<file path="config.mk">
export PLATFORM = sky130hd
export DESIGN_NAME = servo_axis_sequencer
export DESIGN_NICKNAME = d
export VERILOG_FILES = /design/src/rtl/brazo_pkg.sv /design/src/rtl/servo_slew.sv /design/src/rtl/servo_axis_sequencer.sv
export SDC_FILE = /design/constraint.sdc
export NUM_CORES = 1
export LEC_CHECK = 0
export BUFFER_PORTS_ARGS = -buffer_cell sky130_fd_sc_hd__buf_2
export CELL_PAD_IN_SITES_DETAIL_PLACEMENT = 0
export CELL_PAD_IN_SITES_GLOBAL_PLACEMENT = 1
export CORE_MARGIN = 5
export CORE_UTILIZATION = 51
export DETAILED_ROUTE_END_ITERATION = 8
export PLACE_DENSITY_LB_ADDON = 0.1
export REMOVE_ABC_BUFFERS = 1
export SLEW_MARGIN = 0
export SYNTH_ARGS = -nofsm -noshare
export SYNTH_HDL_FRONTEND = slang
export SYNTH_SLANG_ARGS = --single-unit
</file>
<file path="constraint.sdc">
create_clock -name clk -period 21 [get_ports clk]
set_input_delay 1.05 -clock clk [delete_from_list [all_inputs] [get_ports clk]]
set_output_delay 1.05 -clock clk [all_outputs]
set_load 0.02 [all_outputs]
</file>
<file path="src/rtl/brazo_pkg.sv">
// rtl/brazo_pkg.sv - shared types, default constants and axis mapping helper for the servo sequencer
// Contents: FSM state enum, default frame/width constants, axis index constants,
//           map_axis() clamp/scale function used by the shared datapath.
package brazo_pkg;

  typedef enum logic [1:0] {
    ST_IDLE,
    ST_CAP,
    ST_MAP,
    ST_READY
  } state_t;

  localparam int FRAME_CYCLES = 1000000;
  localparam int CENTER       = 75000;
  localparam int SCALE        = 97;
  localparam int RANGE        = 256;
  localparam int MAX_STEP     = 2500;
  localparam int CMD_W        = 17;

  localparam logic [1:0] AX_X = 2'd0;
  localparam logic [1:0] AX_Y = 2'd1;
  localparam logic [1:0] AX_Z = 2'd2;

  // Clamp a signed sample to [-range, +range] and convert it to a pulse width.
  function automatic int map_axis(input logic signed [15:0] s, input int center,
                                  input int scale, input int range);
    int v;
    v = s;
    if (v > range) v = range;
    else if (v < -range) v = -range;
    return center + v * scale;
  endfunction

endpackage

</file>
<file path="src/rtl/servo_slew.sv">
// rtl/servo_slew.sv - one axis target/command register pair with frame slew limiting
// Ports: clk, rst_n (async active-low); wr/wdata load the target; step applies one
//        slew step to cmd; cmd is the committed pulse width.
module servo_slew
  import brazo_pkg::*;
#(
  parameter int P_CENTER   = brazo_pkg::CENTER,
  parameter int P_MAX_STEP = brazo_pkg::MAX_STEP,
  parameter int P_CMD_W    = brazo_pkg::CMD_W
) (
  input  logic               clk,
  input  logic               rst_n,
  input  logic               wr,
  input  logic [P_CMD_W-1:0] wdata,
  input  logic               step,
  output logic [P_CMD_W-1:0] cmd
);

  localparam logic signed [P_CMD_W+1:0] STEP_S = (P_CMD_W+2)'(P_MAX_STEP);

  logic [P_CMD_W-1:0]        target;
  logic [P_CMD_W-1:0]        tgt_eff;
  logic [P_CMD_W-1:0]        cmd_next;
  logic signed [P_CMD_W+1:0] diff;

  // A step in the same cycle as a target write uses the value being written,
  // so a deferred step lands on the freshly mapped Z target.
  always_comb begin
    tgt_eff  = wr ? wdata : target;
    diff     = $signed({2'b00, tgt_eff}) - $signed({2'b00, cmd});
    cmd_next = tgt_eff;
    if (diff > STEP_S)       cmd_next = cmd + P_CMD_W'(P_MAX_STEP);
    else if (diff < -STEP_S) cmd_next = cmd - P_CMD_W'(P_MAX_STEP);
  end

  always_ff @(posedge clk or negedge rst_n) begin
    if (!rst_n) begin
      target <= P_CMD_W'(P_CENTER);
      cmd    <= P_CMD_W'(P_CENTER);
    end else begin
      if (wr)   target <= wdata;
      if (step) cmd    <= cmd_next;
    end
  end

endmodule

</file>
<file path="src/rtl/servo_axis_sequencer.sv">
// rtl/servo_axis_sequencer.sv - accelerometer sample to three slew-limited servo pulse widths
// Ports: clk, rst_n (async active-low), en, sample_valid, data_x/y/z (signed 16);
//        cmd_x/y/z committed widths, cmd_update, frame_tick, busy, overrun (sticky).
module servo_axis_sequencer
  import brazo_pkg::*;
#(
  parameter int FRAME_CYCLES = brazo_pkg::FRAME_CYCLES,
  parameter int CENTER       = brazo_pkg::CENTER,
  parameter int SCALE        = brazo_pkg::SCALE,
  parameter int RANGE        = brazo_pkg::RANGE,
  parameter int MAX_STEP     = brazo_pkg::MAX_STEP,
  parameter int CMD_W        = brazo_pkg::CMD_W
) (
  input  logic                clk,
  input  logic                rst_n,
  input  logic                en,
  input  logic                sample_valid,
  input  logic signed [15:0]  data_x,
  input  logic signed [15:0]  data_y,
  input  logic signed [15:0]  data_z,
  output logic [CMD_W-1:0]    cmd_x,
  output logic [CMD_W-1:0]    cmd_y,
  output logic [CMD_W-1:0]    cmd_z,
  output logic                cmd_update,
  output logic                frame_tick,
  output logic                busy,
  output logic                overrun
);

  localparam int CNT_W = $clog2(FRAME_CYCLES);

  logic [CNT_W-1:0]   cnt;
  state_t             state;
  logic [1:0]         idx;
  logic signed [15:0] lat_x, lat_y, lat_z;
  logic signed [15:0] sel;
  logic [CMD_W-1:0]   mapped;
  logic [CMD_W-1:0]   wdata;
  logic [2:0]         wr;
  logic               defer;
  logic               in_hold;
  logic               step_now;
  logic [CMD_W-1:0]   cmd_arr [3];

  assign frame_tick = (cnt == CNT_W'(FRAME_CYCLES - 1));

  always_ff @(posedge clk or negedge rst_n) begin
    if (!rst_n)          cnt <= '0;
    else if (frame_tick) cnt <= '0;
    else                 cnt <= cnt + CNT_W'(1);
  end

  // Steps are held off while targets are partly rewritten; MAP(Z) itself may
  // step because its target write is forwarded inside servo_slew.
  assign in_hold  = (state == ST_CAP) || (state == ST_MAP && idx != AX_Z);
  assign step_now = (frame_tick || defer) && !in_hold;

  always_ff @(posedge clk or negedge rst_n) begin
    if (!rst_n) begin
      defer      <= 1'b0;
      cmd_update <= 1'b0;
    end else begin
      cmd_update <= step_now;
      if (step_now)        defer <= 1'b0;
      else if (frame_tick) defer <= 1'b1;
    end
  end

  // Shared clamp/scale datapath, time-multiplexed by the MAP axis index.
  always_comb begin
    case (idx)
      AX_X:    sel = lat_x;
      AX_Y:    sel = lat_y;
      default: sel = lat_z;
    endcase
    mapped = CMD_W'(map_axis(sel, CENTER, SCALE, RANGE));
    wdata  = en ? mapped : CMD_W'(CENTER);
  end

  always_ff @(posedge clk or negedge rst_n) begin
    if (!rst_n) begin
      state   <= ST_IDLE;
      idx     <= AX_X;
      busy    <= 1'b0;
      overrun <= 1'b0;
      lat_x   <= '0;
      lat_y   <= '0;
      lat_z   <= '0;
    end else if (!en) begin
      state   <= ST_IDLE;
      idx     <= AX_X;
      busy    <= 1'b0;
      overrun <= 1'b0;
    end else begin
      case (state)
        ST_IDLE, ST_READY: begin
          if (sample_valid) begin
            lat_x <= data_x;
            lat_y <= data_y;
            lat_z <= data_z;
            state <= ST_CAP;
            busy  <= 1'b1;
          end else begin
            state <= ST_IDLE;
          end
        end
        ST_CAP: begin
          if (sample_valid) overrun <= 1'b1;
          state <= ST_MAP;
          idx   <= AX_X;
        end
        default: begin
          if (sample_valid) overrun <= 1'b1;
          if (idx == AX_Z) begin
            state <= ST_READY;
            busy  <= 1'b0;
            idx   <= AX_X;
          end else begin
            idx <= idx + 2'd1;
          end
        end
      endcase
    end
  end

  for (genvar i = 0; i < 3; i++) begin : g_axis
    // With en low every cycle writes CENTER, parking the targets.
    assign wr[i] = !en || (state == ST_MAP && idx == 2'(i));

    servo_slew #(
      .P_CENTER  (CENTER),
      .P_MAX_STEP(MAX_STEP),
      .P_CMD_W   (CMD_W)
    ) u_slew (
      .clk  (clk),
      .rst_n(rst_n),
      .wr   (wr[i]),
      .wdata(wdata),
      .step (step_now),
      .cmd  (cmd_arr[i])
    );
  end

  assign cmd_x = cmd_arr[0];
  assign cmd_y = cmd_arr[1];
  assign cmd_z = cmd_arr[2];

endmodule

</file>
==> run_results.csv <==
group,metric,value,unit
global_route,overflow,0,
clock_tree,ctsResizeCount,0,
timing,rsz0062_at_grt,"no",
placed_design,numPortBuffers,106,
setup_path,crit_type,"flip-flop to flip-flop",
setup_path,path_max_fanout,25,
synth,synth_top_area_share,0.225,
floorplan,rows,61,
placed_design,place_congestion,0.919,
clock_tree,clk_pin_slew,0.08,ns
synth,yosysTopAreaCell,"dfrtp_1",
synth,synthCells,1650,
finish,stdcell_area,0.0159,mm^2
placed_design,placed_area,0.0153,mm^2
global_route,grt_busiest_layer,"met2",
power,total_power,1.56,mW
power,p_per_area,98.0,mW/mm^2
timing,slew_headroom,0.274,
clock_tree,root_buffer,"clkbuf_16",
finish,syn_to_final_growth,9.65,%
synth,synth.avg_cell_area,8.77,um^2
power,vdd_drop_max,0.0958,mV
routing,drt_pass1_iterations,8,
synth,yosysSeqAreaShare,0.312,
clock_tree,cts_tree,"done",
finish,nets,1881,
timing,clock_skew,0.0143,ns
setup_path,startpoint_type,"flip-flop",
routing,vias_per_cell,6.09,
routing,drtAntennaViolNets,0,
timing,setup_tns,0,ns
floorplan,initial_core_util,0.518,
timing,hold_violations,0,
global_route,antenna_found_initial,0,
floorplan,die_h,178,um
global_route,grt_pass1_vias,12300,
synth,synth_most_common_cell,"nand2_1",
floorplan,die_w,178,um
min_path,hp-class,"flip-flop to flip-flop",
floorplan,core,0.0279,mm^2
synth,async_reset_ff_frac,1.00,
global_route,track_usage,0.253,
timing,setup_slack,11.22,ns
floorplan,dieArea,0.0318,mm^2
synth,ys_types,94,
timing,worstMarginPinSlew,1.08,ns
synth,yosys_warnings,0,
setup_path,rrSetupSlack,11.22,ns
routing,avgRoutedWirePerCell,19.1,um
finish,drive_above_1_share,0.174,
timing,setup_violations,0,
synth,synth-main-ff-cell,"dfrtp_1",
routing,drtIter0Drc,870,
clock_tree,cts_hold_buf,0,
clock_tree,cts_htree_levels,4,
clock_tree,postCtsSetupBuffers,0,
synth,ys_ff_latch,178,
setup_path,crit_arrival,10.12,ns
timing,maxSlewViolCount,0,
global_route,met3_usage,0.0343,
power,p_leak,6.95,nW
finish,fin_cells,2104,
synth,syn_area,0.0145,mm^2
flow_run,maxCapViolCount,0,
placed_design,hpwl,30.3,mm
global_route,met1_usage,0.353,
placed_design,pre_cts_ws,11.35,ns
global_route,grt_pass1_wl,65.3,mm
routing,drc,0,
global_route,use_met2,0.421,
clock_tree,cts_buffers,17,
finish,filler_cell_count,2563,
global_route,grt_max_degree,113,
placed_design,placed_cells,2072,
synth,synth_edf_count,0,
routing,num_vias,12800,
setup_path,cp-end-kind,"flip-flop",
routing,wl,40.3,mm
timing,timing.fmax,102,MHz
status,status,"finished, final reports clean",
timing,period_minus_slack,9.78,ns
timing,post-route-period-util,0.466,
floorplan,pin_count,107,
synth,netlist_top_cells_count,"nand2_1, dfrtp_1, ha_1, inv_1",
clock_tree,clkSinkCount,178,
clock_tree,cts_buffer_depth,2,
setup_path,required,21.34,ns
synth,synthTopCellsByArea,"dfrtp_1, ha_1, dfstp_2",
finish,diodes,0,
clock_tree,insertion_delay,0.45,ns
[per-stage QoR]
stage	hold slack (ns)	utilization
floorplan	0.451	-
global placement	0.470	0.547
CTS	0.493	0.568
detailed placement	0.477	0.547
global route	0.508	0.568
finish	0.491	0.568
[area by class of cell]
class / count / area [um^2] / area share
multi-input cells: 1296 / 9280 / 0.585
flip-flops and latches: 178 / 4510 / 0.284
repair buffers: 117 / 622 / 0.0392
well taps: 378 / 473 / 0.0298
clock buffers: 19 / 453 / 0.0285
inverters: 103 / 387 / 0.0244
clock inverters: 13 / 138 / 0.00867
[state kept, by name (all words and copies together), names as in the netlist]
| name | flops |
|---|---|
| g_axis.u_slew.cmd | 51 |
| g_axis.u_slew.target | 51 |
| cnt | 20 |
| lat_x | 16 |
| lat_y | 16 |
| lat_z | 16 |
| idx | 2 |
| state | 2 |
| busy | 1 |
| cmd_update | 1 |
| defer | 1 |
| overrun | 1 |
[cells in the final DEF (no fill, tap or decap), types with 10 or more instances in the layout]
cell type,count
and3_1,23
nand2_1,147
xnor2_1,45
o211ai_1,24
nor2b_1,14
dfstp_2,48
nor3_1,55
o31ai_1,16
a211oi_1,22
a21o_1,29
o21ai_0,84
nand2b_1,21
nand3_1,60
fa_1,14
o21a_1,13
nand4_1,18
a31oi_1,18
nor2_1,97
buf_4,11
mux2i_1,34
a21oi_1,97
dfrtp_1,130
and2_1,13
or3_1,37
inv_1,101
buf_2,105
ha_1,102
xor2_1,30
a221o_1,10
clkbuf_16,17
mux2_2,67
nor4_1,19
[report_power, final]
part	leakage, nW	switching [mW]	internal (mW)
clock	0.288	0.157	0.165
sequential	2.13	0.0178	0.374
combinational	4.54	0.516	0.325
total	6.95	0.691	0.865
[critical path, stage by stage (launching register included)]
cell,delay (ns)
dfrtp_1,0.94
mux2i_1,0.17
o21ai_0,0.40
nor3_1,0.11
a21boi_1,0.76
or3_1,0.39
inv_1,0.15
fa_1,0.53
inv_1,0.06
fa_1,0.46
ha_1,0.31
ha_1,0.35
a21o_1,0.19
a21oi_1,0.28
xnor2_1,0.16
nand2_1,0.15
o21ai_0,0.49
ha_1,0.38
and3_1,0.25
a221o_1,0.35
a21o_1,0.18
a31oi_1,0.25
a21oi_1,0.15
a31oi_1,0.78
inv_2,0.20
nor2_2,0.52
mux2_1,0.39
a221o_1,0.32
[metal layers]
layer	vias up	share of wire	wire [um]
met4	0	0.018	708
met3	46	0.037	1500
met2	300	0.48	19400
met1	6247	0.46	18700
li1	6221	-	-
met5	-	0	0
[final timing paths]
kind                                      from                                    to  cells past startpoint
max                         idx[0]$_DFFE_PN0N_   g_axis[0].u_slew.cmd[8]$_DFFE_PN0P_                     27
min                        overrun$_DFFE_PN0P_                   overrun$_DFFE_PN0P_                      1
max reg2reg                 idx[0]$_DFFE_PN0N_   g_axis[0].u_slew.cmd[8]$_DFFE_PN0P_                     27
min reg2reg                overrun$_DFFE_PN0P_                   overrun$_DFFE_PN0P_                      1
max in group asynchronous                rst_n  g_axis[2].u_slew.target[2]$_DFF_PN0_                      2
min in group asynchronous                rst_n   g_axis[1].u_slew.cmd[9]$_DFFE_PN0P_                      1
[kinds of logic (layout without fill, tap and decap cells)]
group                    Yosys count  in the layout  share of synthesized area
AO/OA/AOI/OAI                    442            442                      0.213
XOR/XNOR                          75             75                     0.0454
adder cells (fa/ha/maj)          116            116                      0.108
buffers and inverters            176            252                     0.0478
flip-flops                       178            178                      0.312
multiplexers                     109            109                     0.0819
AND/OR/NAND/NOR                  554            554                      0.192
Note: power is estimated with default switching activity, not from simulation.
